==> src/rtl/core_ifu_pkg.sv <==
// Shared constants for the instruction-fetch unit: RV opcodes that end a
// fetch run, fetch FSM encoding and a constant-foldable clog2.
package core_ifu_pkg;

    localparam logic [6:0] OPC_JAL    = 7'b1101111;
    localparam logic [6:0] OPC_JALR   = 7'b1100111;
    localparam logic [6:0] OPC_BRANCH = 7'b1100011;

    localparam logic [0:0] S_RUN     = 1'b0;
    localparam logic [0:0] S_BC_PEND = 1'b1;

    function automatic int unsigned clog2(input int unsigned n);
        int unsigned r;
        r = 0;
        while ((64'd1 << r) < 64'(n)) begin
            r = r + 1;
        end
        return r;
    endfunction

endpackage

==> src/rtl/core_ifu_pre_dec.sv <==
// Minimal predecode: flags control-flow instructions from the opcode field.
module core_ifu_pre_dec
    import core_ifu_pkg::*;
(
    input  logic [6:0] opcode_i,
    output logic       is_branch_o
);

    // jal, jalr and conditional branches all redirect fetch.
    always_comb begin
        is_branch_o = (opcode_i == OPC_JAL) || (opcode_i == OPC_JALR) ||
                      (opcode_i == OPC_BRANCH);
    end

endmodule

==> src/rtl/core_ifu_fetch_q.sv <==
// Instruction-fetch queue: issues in-order bus reads for accepted PCs, pairs
// returned words with their PCs and hands them to the IDU. Responses for
// entries killed by a redirect are counted in drop_cnt and discarded.
module core_ifu_fetch_q
    import core_ifu_pkg::*;
#(
    parameter int unsigned XLEN     = 32,
    parameter int unsigned DEPTH    = 4,
    parameter bit          BC_STALL = 1'b1
) (
    input  logic            clk,
    input  logic            rstn,
    input  logic            ifu_rx_valid,
    output logic            ifu_rx_ready,
    input  logic [XLEN-1:0] ifu_rx_pc,
    output logic            ifu_tx_valid,
    input  logic            ifu_tx_ready,
    output logic [XLEN-1:0] ifu_tx_pc,
    output logic [XLEN-1:0] ifu_tx_inst,
    output logic            bus_req_valid,
    input  logic            bus_req_ready,
    output logic [XLEN-1:0] bus_req_addr,
    input  logic            bus_rsp_valid,
    input  logic [XLEN-1:0] bus_rsp_data,
    input  logic            ifu_rx_bc_done,
    input  logic            ifu_rx_bc_en
);

    localparam int unsigned PW = clog2(DEPTH);
    localparam int unsigned CW = clog2(DEPTH + 1);

    logic [XLEN-1:0]  pc_q   [DEPTH];
    logic [XLEN-1:0]  inst_q [DEPTH];
    logic [DEPTH-1:0] filled_q, filled_d;
    logic [PW-1:0]    wr_ptr_q, wr_ptr_d;
    logic [PW-1:0]    fill_ptr_q, fill_ptr_d;
    logic [PW-1:0]    rd_ptr_q, rd_ptr_d;
    logic [CW-1:0]    count_q, count_d;
    logic [CW-1:0]    drop_cnt_q, drop_cnt_d;
    logic [0:0]       state_q, state_d;

    logic          flush, room, accept_ok;
    logic          rx_fire, tx_fire, rsp_fill, rsp_drop;
    logic          head_is_branch;
    logic [CW:0]   occupancy;
    logic [CW-1:0] filled_cnt, unfilled, drop_sum;

    assign flush = ifu_rx_bc_done && ifu_rx_bc_en;

    // Queued entries plus reads still owed for flushed entries bound new issues.
    assign occupancy = {1'b0, count_q} + {1'b0, drop_cnt_q};
    assign room      = occupancy < (CW + 1)'(DEPTH);
    assign accept_ok = rstn && room && (state_q == S_RUN) && !flush;

    // bus_req_ready is kept out of bus_req_valid to avoid a combinational loop.
    assign ifu_rx_ready  = accept_ok && bus_req_ready;
    assign bus_req_valid = accept_ok && ifu_rx_valid;
    assign bus_req_addr  = ifu_rx_pc;
    assign rx_fire       = ifu_rx_valid && ifu_rx_ready;

    assign ifu_tx_pc    = pc_q[rd_ptr_q];
    assign ifu_tx_inst  = inst_q[rd_ptr_q];
    assign ifu_tx_valid = rstn && filled_q[rd_ptr_q] && (count_q != '0) &&
                          (state_q == S_RUN) && !flush;
    assign tx_fire      = ifu_tx_valid && ifu_tx_ready;

    // A response in the flush cycle belongs to a killed entry and is dropped.
    assign rsp_drop = bus_rsp_valid && (drop_cnt_q != '0);
    assign rsp_fill = bus_rsp_valid && (drop_cnt_q == '0) && !flush;

    core_ifu_pre_dec u_pre_dec (
        .opcode_i    (ifu_tx_inst[6:0]),
        .is_branch_o (head_is_branch)
    );

    // Count live entries whose data has already returned (cleared on pop).
    always_comb begin
        filled_cnt = '0;
        for (int i = 0; i < DEPTH; i++) begin
            filled_cnt = filled_cnt + CW'(filled_q[i]);
        end
    end

    // Reads owed after a flush: old debt plus every unfilled entry, less the
    // response that lands this cycle (it pays off one of the two either way).
    assign unfilled = count_q - filled_cnt;
    assign drop_sum = unfilled + drop_cnt_q - CW'(bus_rsp_valid);

    // Pointer, occupancy, fill-bit and drop-debt bookkeeping.
    always_comb begin
        wr_ptr_d   = wr_ptr_q;
        fill_ptr_d = fill_ptr_q;
        rd_ptr_d   = rd_ptr_q;
        count_d    = count_q;
        drop_cnt_d = drop_cnt_q;
        filled_d   = filled_q;
        if (flush) begin
            wr_ptr_d   = '0;
            fill_ptr_d = '0;
            rd_ptr_d   = '0;
            count_d    = '0;
            filled_d   = '0;
            drop_cnt_d = drop_sum;
        end else begin
            if (rsp_drop) begin
                drop_cnt_d = drop_cnt_q - CW'(1);
            end
            if (rsp_fill) begin
                filled_d[fill_ptr_q] = 1'b1;
                fill_ptr_d           = fill_ptr_q + PW'(1);
            end
            if (tx_fire) begin
                filled_d[rd_ptr_q] = 1'b0;
                rd_ptr_d           = rd_ptr_q + PW'(1);
            end
            if (rx_fire) begin
                wr_ptr_d = wr_ptr_q + PW'(1);
            end
            count_d = count_q + CW'(rx_fire) - CW'(tx_fire);
        end
    end

    // Stall PC intake after a control-flow instruction leaves, until resolved.
    always_comb begin
        state_d = state_q;
        if (flush) begin
            state_d = S_RUN;
        end else if (state_q == S_BC_PEND) begin
            if (ifu_rx_bc_done) begin
                state_d = S_RUN;
            end
        end else if (BC_STALL && tx_fire && head_is_branch) begin
            state_d = S_BC_PEND;
        end
    end

    // Control state with synchronous active-low reset.
    always_ff @(posedge clk) begin
        if (!rstn) begin
            wr_ptr_q   <= '0;
            fill_ptr_q <= '0;
            rd_ptr_q   <= '0;
            count_q    <= '0;
            drop_cnt_q <= '0;
            filled_q   <= '0;
            state_q    <= S_RUN;
        end else begin
            wr_ptr_q   <= wr_ptr_d;
            fill_ptr_q <= fill_ptr_d;
            rd_ptr_q   <= rd_ptr_d;
            count_q    <= count_d;
            drop_cnt_q <= drop_cnt_d;
            filled_q   <= filled_d;
            state_q    <= state_d;
        end
    end

    // Entry payload; unreset because filled_q/count_q qualify every read.
    always_ff @(posedge clk) begin
        if (rx_fire) begin
            pc_q[wr_ptr_q] <= ifu_rx_pc;
        end
        if (rsp_fill) begin
            inst_q[fill_ptr_q] <= bus_rsp_data;
        end
    end

endmodule

==> config.mk <==
export PLATFORM = sky130hd
export DESIGN_NAME = core_ifu_fetch_q
export DESIGN_NICKNAME = d
export VERILOG_FILES = /design/src/rtl/core_ifu_pkg.sv /design/src/rtl/core_ifu_pre_dec.sv /design/src/rtl/core_ifu_fetch_q.sv
export SDC_FILE = /design/constraint.sdc
export NUM_CORES = 1
export LEC_CHECK = 0
export ABC_AREA = 1
export CORE_ASPECT_RATIO = 2
export CORE_MARGIN = 8
export CORE_UTILIZATION = 49
export DETAILED_ROUTE_END_ITERATION = 12
export PLACE_DENSITY = 0.74
export SYNTH_ARGS = -nofsm -noshare
export SYNTH_HDL_FRONTEND = slang
export SYNTH_SLANG_ARGS = --single-unit
==> constraint.sdc <==
create_clock -name clk -period 4.3 [get_ports clk]
set_input_delay 0.86 -clock clk [delete_from_list [all_inputs] [get_ports clk]]
set_output_delay 0.86 -clock clk [all_outputs]
set_load 0.005 [all_outputs]
### Word level (Yosys, flattened, before mapping)

Memory sizes are Yosys's and may differ from the RTL's. A register that Yosys moved wholly into a read port is not among the register bits.
Cells that the tools add are included.
W data, S select, Z words.

* register bits: 17
* RAM bits: 256
* input bits: 72
* output and inout bits: 99
* word-level logic and storage cells: 83
* memories kept: 2

* add/subtract/negate cells: 13
* $lt $le $gt $ge: 5
* eq/ne operators: 3
* mux-type cells: 22
* bitwise gates (word level): 5
* reduce and logical (&&, ||, !) cells: 26

Memory list
* inst_q: depth 4, bits a word 32, read ports 1, clocked after Yosys merged registers in 1, write ports 1, line core_ifu_fetch_q.sv:33 `logic [XLEN-1:0] inst_q [DEPTH];`
* pc_q: depth 4, bits a word 32, read ports 1, clocked after Yosys merged registers in 1, write ports 1, line core_ifu_fetch_q.sv:32 `logic [XLEN-1:0] pc_q [DEPTH];`

Operators with widths (number)
* $eq A7 B7 Y1 const B: 3
* $logic_and A1 B1 Y1: 18
* $mux W4: 3
* $mux W1: 10
* $mux W2: 4
* $add A2 B1 Y2 const B: 3
* $add A3 B1 Y3: 2
* $lt A2 B3 Y1 const B: 2
* $mux W3: 2
* $reduce_bool A3 Y1: 2
* $sub A3 B1 Y3: 2
* $add A3 B3 Y4: 1
* $and A4 B4 Y4: 1
* $demux W1 S2: 2
* $ge A2 B1 Y1 const B: 2
* $lt A4 B3 Y1 const B: 1
* $not A4 Y4: 1
* $or A4 B4 Y4: 1
* $add A2 B1 Y3: 1
* $add A3 B3 Y3: 1
* $logic_not A3 Y1: 1
* $sub A3 B1 Y3 const B: 1
* $sub A3 B3 Y3: 1
* $add A1 B1 Y2: 1
* 6 further kinds: 8

### Depth between registers and ports, before layout

Gate-level depths: netlist (run 1).

* depth in word-level cells: 10
* mapped depth: 14

### Modules after synthesis

A second synthesis (run 1) with hierarchy kept.

* cell total of the unflattened synthesis: 861
* area total of the unflattened synthesis: 11230.8 µm²

Modules (own cells, without submodules)
* core_ifu_fetch_q: times used 1, cells an instance 853, area an instance 11197.0 µm², seq. area each 8067.7 µm²
* core_ifu_pre_dec: times used 1, cells an instance 8, area an instance 33.8 µm², seq. area each 0.0 µm²

### Least setup slack after synthesis (run 1)

No wires, ideal clock.

* path type: input port to flip-flop
* start: input bus_rsp_valid
* end: register drop_cnt_q[2]
* arrival: 3.818 ns
* data required time: 4.230 ns
* setup slack: 0.412 ns
* cell stages on the path: 11
* buffers on the path: 0
* cells stage by stage: inv_1 > fa_1 > inv_1 > fa_1 > fa_1 > fa_1 > fa_1 > or2_2 > nand3_1 > nand3_1 > a21oi_1

* word-level cells in the longest chain between the ends: 2
* elaborated cells between the ends (all ways): 4

RTL lines
* start, declared: line core_ifu_fetch_q.sv:23 `input logic bus_rsp_valid,`
* $sub A3 B1 Y3 or $logic_and A1 B1 Y1 (tied branches): line core_ifu_fetch_q.sv:87, core_ifu_fetch_q.sv:68
* $mux W3 or $reduce_bool A2 Y1 (tied branches)
* end signal, assigned: line core_ifu_fetch_q.sv:152 `drop_cnt_q <= drop_cnt_d;`
* end, declared: line core_ifu_fetch_q.sv:39 `logic [CW-1:0] drop_cnt_q, drop_cnt_d;`

Parallel ways exist; a longest one is shown, timed or not.
A chain may end at the register's enable or synchronous reset.

### Worst setup path in the final report (run 1)

Ends and elaborated chain as after synthesis.

==> results of run 1 <==
==> area by class of cell <==
type / instances / area, um^2
Antenna cell: 1 / 2.50
Clock buffer: 26 / 629
Clock inverter: 14 / 184
Fill cell: 1694 / 8710
Inverter: 67 / 253
Multi-Input combinational cell: 459 / 2490
Sequential cell: 275 / 8070
Tap cell: 280 / 350
Timing Repair Buffer: 187 / 1850
==> kinds of logic (layout without fill, tap and decap cells) <==
| logic type | Yosys count | after routing |
|---|---|---|
| AO/OA/AOI/OAI | 196 | 196 |
| AND/OR/NAND/NOR | 229 | 229 |
| adder cells (fa/ha/maj) | 27 | 27 |
| XOR/XNOR | 7 | 7 |
| other | 0 | 1 |
| buffers and inverters | 139 | 294 |
| flip-flops | 275 | 275 |
==> worst paths after layout <==
check	to	slack, ps	cells past startpoint
hold reg to reg	filled_q[0]	500	2
setup / recovery	drop_cnt_q[2]	420	12
setup reg to reg	drop_cnt_q[2]	910	11
hold / removal	filled_q[0]	500	2
==> where the power goes <==
group	internal [W]	switching [W]	leakage (nW)
clock network	0.00130	0.000923	0.389
registers	0.00300	0.0000223	2.47
logic	0.000234	0.000234	2.02
==> registers in the layout, summed over array words and instances (netlist names), named ones only <==
register and flops:
count_q 3, drop_cnt_q 3, fill_ptr_q 2, filled_q 4
inst_q 128, pc_q 128, rd_ptr_q 2, state_q 1
wr_ptr_q 2
==> synthesized netlist by cell type (all sizes together) <==
cell type and number:
edfxtp 256, nor2 139, o21ai 122, inv 66, nand2 61, o22ai 57, buf 44, clkbuf 28
ha 21, nand3 21, dfxtp 19, a21oi 11, fa 6, or2 5, xnor2 5, o211ai 4
nor3 3, xor2 2, a211oi 1, a31oi 1, clkinv 1
==> stage by stage <==
stage | power, W | setup slack (ps) | hold slack [ps] | utilization [%] | cells
detailed placement | 0.00356 | -110 | 488 | 57.7 | 1268
global route | 0.00590 | 283 | 538 | 61.4 | 1309
floorplan | 0.00329 | 412 | 468 | - | 873
finish | 0.00571 | 424 | 503 | 61.4 | 1309
global placement | 0.00354 | -82.9 | 486 | 57.7 | 1268
CTS | 0.00576 | 428 | 507 | 61.3 | 1308
==> metal layers <==
metal / global-route usage, % / vias to the layer above / wire, um
li1: - / 3351 / -
met1: 18.3 / 3414 / 8970
met2: 32.6 / 192 / 13500
met3: 2.44 / 43 / 1170
met4: 7.55 / 0 / 709
met5: 0 / - / 0
==> worst max-delay path: cells and delay by family <==
family,cells,cell delay (ps)
AO/OA/AOI/OAI,1,110
adder cells (fa/ha/maj),5,2330
buffers and inverters,3,570
AND/OR/NAND/NOR,3,450
==> summary.md, run 1 <==
| Metric | Value |
|---|---|
| Status | finished clean |
| Post-CTS Setup Inserts | 0 |
| Global Route Usage Sum | 17.3% |
| Row cnt | 78 |
| DR WL/cell | 18.6 um |
| Post-synthesis mux area share | 0% |
| Number of distinct library cells after synthesis | 28 |
| Avg Inst Size Synth | 12.8 um^2 |
| Commonest non-fill, non-tap cell in the layout | edfxtp_1 |
| Critical path type | primary input to flip-flop |
| DR vias | 7,000 |
| Most frequent CP cell | fa_1 |
| Crit path required time | 4750 ps |
| PD cells | 413 nW/um^2 |
| Clk sinks | approximately 280 |
| Starting Density | 49.6% |
| Hold_sp | filled_q[0] |
| Slowest cell on the critical path | fa_1 |
| Commonest non-fill, non-tap cells in the layout | edfxtp_1 (256), clkdlybuf4s50_1 (170), nor2_1 (129), o21ai_0 (122), inv_1 (65) |
| Vias in the first global route | between 7k and 8k |
| Initial drt markers | approximately 480 |
| Top cell type's share of synthesized area | 68.8% |
| Leak Pwr | 4.88 nW |
| Crit-path cells | clkdlybuf4s50_1 > inv_1 > fa_1 > inv_1 > fa_1 > fa_1 > fa_1 > fa_1 > or2_2 > nand3_1 > nand3_1 > a21oi_1 |
| Simple-Gate Fraction of Synth Area | 8.16% |
| Fin Clk Skew | between 6 and 7 ps |
| Slew headroom | 50.6% |
| Post-DP HPWL | 15.5 mm |
| Crit path DAT | 4330 ps |
| Layout area overhead | 23.8% |
| Synth warn | 0 |
| Peak supply drop | 317 uV |
| Pins Over Slew Limit | 0 |
| Final TNS setup | 0 ps |
| Post-synthesis sequential area ratio | 72.2% |
| Clock Tree Buf Depth | 3 |
| CTS Buf Count | 24 |
| Min Tclk post-route | between 3000 and 4000 ps |
| H-tree Lvls | 1 |
| Core area | 22,500 um^2 |
| GRT Residual Overflow | 0 |
| Post-DP Area | 13,000 um^2 |
| Die Y | 230 um |
| Mapped Area | between 10,000 and 15,000 um^2 |
| FF-to-FF Start | filled_q[0] |
| Crit-path max FO | 2 |
| Final setup viols | 0 |
| I/O pins | 171 |
| Routability Congestion | 0.792 |
| Synth Register Bits | 275 |
| Worst setup path startpoint | bus_rsp_valid |
| Reg clk slew, reported paths | 70 ps |
| Die area | 28,200 um^2 |
| Synth Net Count | 972 |
| Initial antenna violation count | 1 |
| RSZ-0062 raised after global routing | false |
| DRT Pass-1 Iters | 5 |
| Synth Area in Compound Gates | a little under a tenth |
| Root Buffer | clkbuf_16 |
| Post-DRT Antenna Nets | 0 |
| Largest net degree at the start of global routing | just under 80 |
| Post-Synth XOR/XNOR Area | less than 1% |
| Die X | 123 um |
| Ranking of synthesized cells by area | edfxtp_1 (69%), o21ai_0 (5.5%), nor2_1 (4.6%) |
| Adder-cell share of the synthesized area | 3.43% |
| # DRC | 0 |
| CTS tree | done |
| HP Class | flip-flop to flip-flop |
| Worst setup EP type | flip-flop |
| Maxcap violations | 0 |
| Synth Instances | between 800 and 900 |
| Final Hold Violating Endpoints | 0 |
| Worst Tran Pin Value | 741 ps |
| Finished Cell Area | roughly 14,000 um^2 |
| Final period utilization | 90.1% |
| Skew-Pair Late Insertion Delay | 520 ps |
| Nets | 1,113 |
| Vias/cell | approximately 5.3 |
| Cell taking the most area after synthesis | edfxtp_1 |
| Buffers on Ports | 170 |
| Cts hold-fix bufs | 0 |
| Share of layout cells above drive strength 1 | 7.10% |
| WL final | 24.4 mm |
| Largest family of logic cells by synthesized area | compound AO/OA/AOI/OAI gates |
| CTS resizes | 0 |
| Fmax | 258 MHz |
| Worst Setup Start Kind | primary input |
| Crit-path max cell delay | around 530 ps |
| Global-route wire length before repair | 37.9 mm |
No activity file was read; power rests on OpenSTA's default activity.
==> inputs of run 2 (changes only) <==
RECOVER_POWER = 50   (was default)
==> run 2 against run 1 <==
  * The flow now finishes with violations (capacitance limit, slew limit)
  * Largest power group unchanged
  * Clock skew shrank 0.60 ps
  * Worst setup slack got worse by 77 ps
  * Hold slack is essentially flat
==> summary.md, run 2 (synthesized netlist as in run 1, its figures left out) <==
| Metric | Value |
|---|---|
| Reg clk slew, reported paths | 70 ps |
| DR WL/cell | 18.5 um |
| Die Y | 230 um |
| GRT Residual Overflow | 0 |
| Slowest cell on the critical path | dlygate4sd3_1 |
| R2R depth | 11 |
| Reg area | 8070 um^2 |
| HP Class | flip-flop to flip-flop |
| Final setup viols | 0 |
| Clk network pwr share | 39.0% |
| Final Hold Violating Endpoints | 0 |
| WL final | 24.3 mm |
| Total stage count of the critical path | 12 |
| P_int | approximately 0.0045 W |
| Starting Density | between 40% and 50% |
| Leak Pwr | 4.88 nW |
| Fin cells | 1,309 |
| Maxcap violations | 3 |
| Status | complete, but fails checks |
| Failing checks | capacitance limit, slew limit |
| Power share of the combinational group | under 10% |
| Root Buffer | clkbuf_16 |
| Crit-path max cell delay | between 500 and 600 ps |
| Finished Cell Area | 13,800 um^2 |
| Commonest non-fill, non-tap cells in the layout | edfxtp_1 (256), nor2_1 (134), o21ai_0 (122), clkdlybuf4s50_1 (104), dlygate4sd3_1 (66) |
| Nets | 1,113 |
| DRT Pass-1 Iters | 5 |
| CTS tree | done |
| Final core occ | roughly 60% |
| Dpl cells | 1,268 |
| Skew-Pair Late Insertion Delay | 520 ps |
| CTS Buf Count | 24 |
| Row cnt | just under 80 |
| I/O pins | 171 |
| Crit path DAT | 4400 ps |
| Critical path type | primary input to flip-flop |
| Clk sinks | 275 |
| Global-route wire length before repair | about 38 mm |
| Final TNS setup | 0 ps |
| Commonest non-fill, non-tap cell in the layout | edfxtp_1 |
| Area of the multi-input gates | 2450 um^2 |
| H-tree Lvls | 1 |
| Vias in the first global route | 7,388 |
| Worst hold margin | 503 ps |
| Core area | roughly 23,000 um^2 |
| Global Route Usage Sum | 17.3% |
| Worst Setup Start Kind | primary input |
| Die X | 123 um |
| Fmax | 253 MHz |
| Pins Over Slew Limit | 102 |
| Buffers on Ports | 170 |
| Crit-path max FO | 2 |
| Layout area overhead | 23.3% |
| CTS resizes | 0 |
| Share of layout cells above drive strength 1 | 6.13% |
| Post-DP Area | 13,000 um^2 |
| Crit-path cells | dlygate4sd3_1 > inv_1 > fa_1 > inv_1 > fa_1 > fa_1 > fa_1 > fa_1 > or2_2 > nand3_1 > nand3_1 > a21oi_1 |
| Largest net degree at the start of global routing | 77 |
| WP buf/inv | 3 |
| Vias/cell | 5.30 |
| Most frequent CP cell | fa_1 |
| # DRC | 0 |
| Switching share of total power | roughly a fifth |
| Fin Clk Skew | 5.50 ps |
| Min Tclk post-route | 3950 ps |
| CP top delay family | adder cells |
| Die area | around 28,000 um^2 |
| Post-DP HPWL | 15.5 mm |
| Layout fillers | 1,708 |
| Hold Path Stages | 2 |
| DR vias | 6,943 |
| Post-DRT Antenna Nets | 0 |
| Worst setup EP type | flip-flop |
| Routability Congestion | 0.792 |
| Peak supply drop | 312 uV |
| Cts hold-fix bufs | 0 |
| Slew headroom | -40.8% |
| Psw | 0.00117 W |
| Largest registers | inst_q x128, pc_q x128, filled_q x4 |
| Flop pwr share | 53.1% |
| Post-CTS Setup Inserts | 0 |
| Worst Tran Pin Value | approximately 2100 ps |
| Initial antenna violation count | 1 |
| Initial drt markers | 487 |
| RSZ-0062 raised after global routing | false |
| Clock Tree Buf Depth | 3 |
| Crit path required time | 4750 ps |
| Final period utilization | 91.9% |
| PD cells | 413 nW/um^2 |
run 2: worst paths after layout:
| check | startpoint | end | slack (ps) |
|---|---|---|---|
| worst min-delay path | filled_q[0] | filled_q[0] | 500 |
| worst max register to register | filled_q[0] | drop_cnt_q[2] | 910 |
| worst min register to register | filled_q[0] | filled_q[0] | 500 |
| worst max-delay path | bus_rsp_valid | drop_cnt_q[2] | 350 |
run 2: worst register-to-register path, delay by kind of cell, from the launching register on:
| kind | cells | cell delay [ps] |
|---|---|---|
| and+or+nand+nor | 3 | 460 |
| AOI/OAI and AO/OA | 1 | 110 |
| adders and majority gates | 5 | 2310 |
| DFF | 1 | 330 |
| buffers and inverters | 2 | 120 |
run 2: metrics by stage:
stage	setup WS (ps)	total power, W
CTS	428	0.00576
global placement	-82.9	0.00354
finish	347	0.00570
floorplan	412	0.00329
detailed placement	-110	0.00356
global route	214	0.00588
run 2: layer usage:
| metal | vias to the layer above | global-route usage (%) | wire, um |
|---|---|---|---|
| li1 | 3347 | - | - |
| met1 | 3373 | 18.3 | 8790 |
| met2 | 189 | 32.6 | 13600 |
| met3 | 34 | 2.44 | 1260 |
| met4 | 0 | 7.55 | 609 |
| met5 | - | 0 | 0 |
run 2: layout make-up:
cell class,instances,share of cell area [%]
sequential,275,58.6
multi-input combinational,459,17.8
timing repair buffer,187,13.3
clock buffer,26,4.57
tap,280,2.54
inverter,67,1.83
clock inverter,14,1.33
antenna,1,0.0182
run 2: power groups by stage:
stage	combinational [W]	sequential [W]	clock [W]
6_report	0.000450	0.00303	0.00222
5_1_grt	0.000503	0.00303	0.00235
4_1_cts	0.000475	0.00302	0.00226
3_5_place_dp	0.000472	0.00308	0
3_3_place_gp	0.000463	0.00308	0
2_1_floorplan	0.000212	0.00308	0
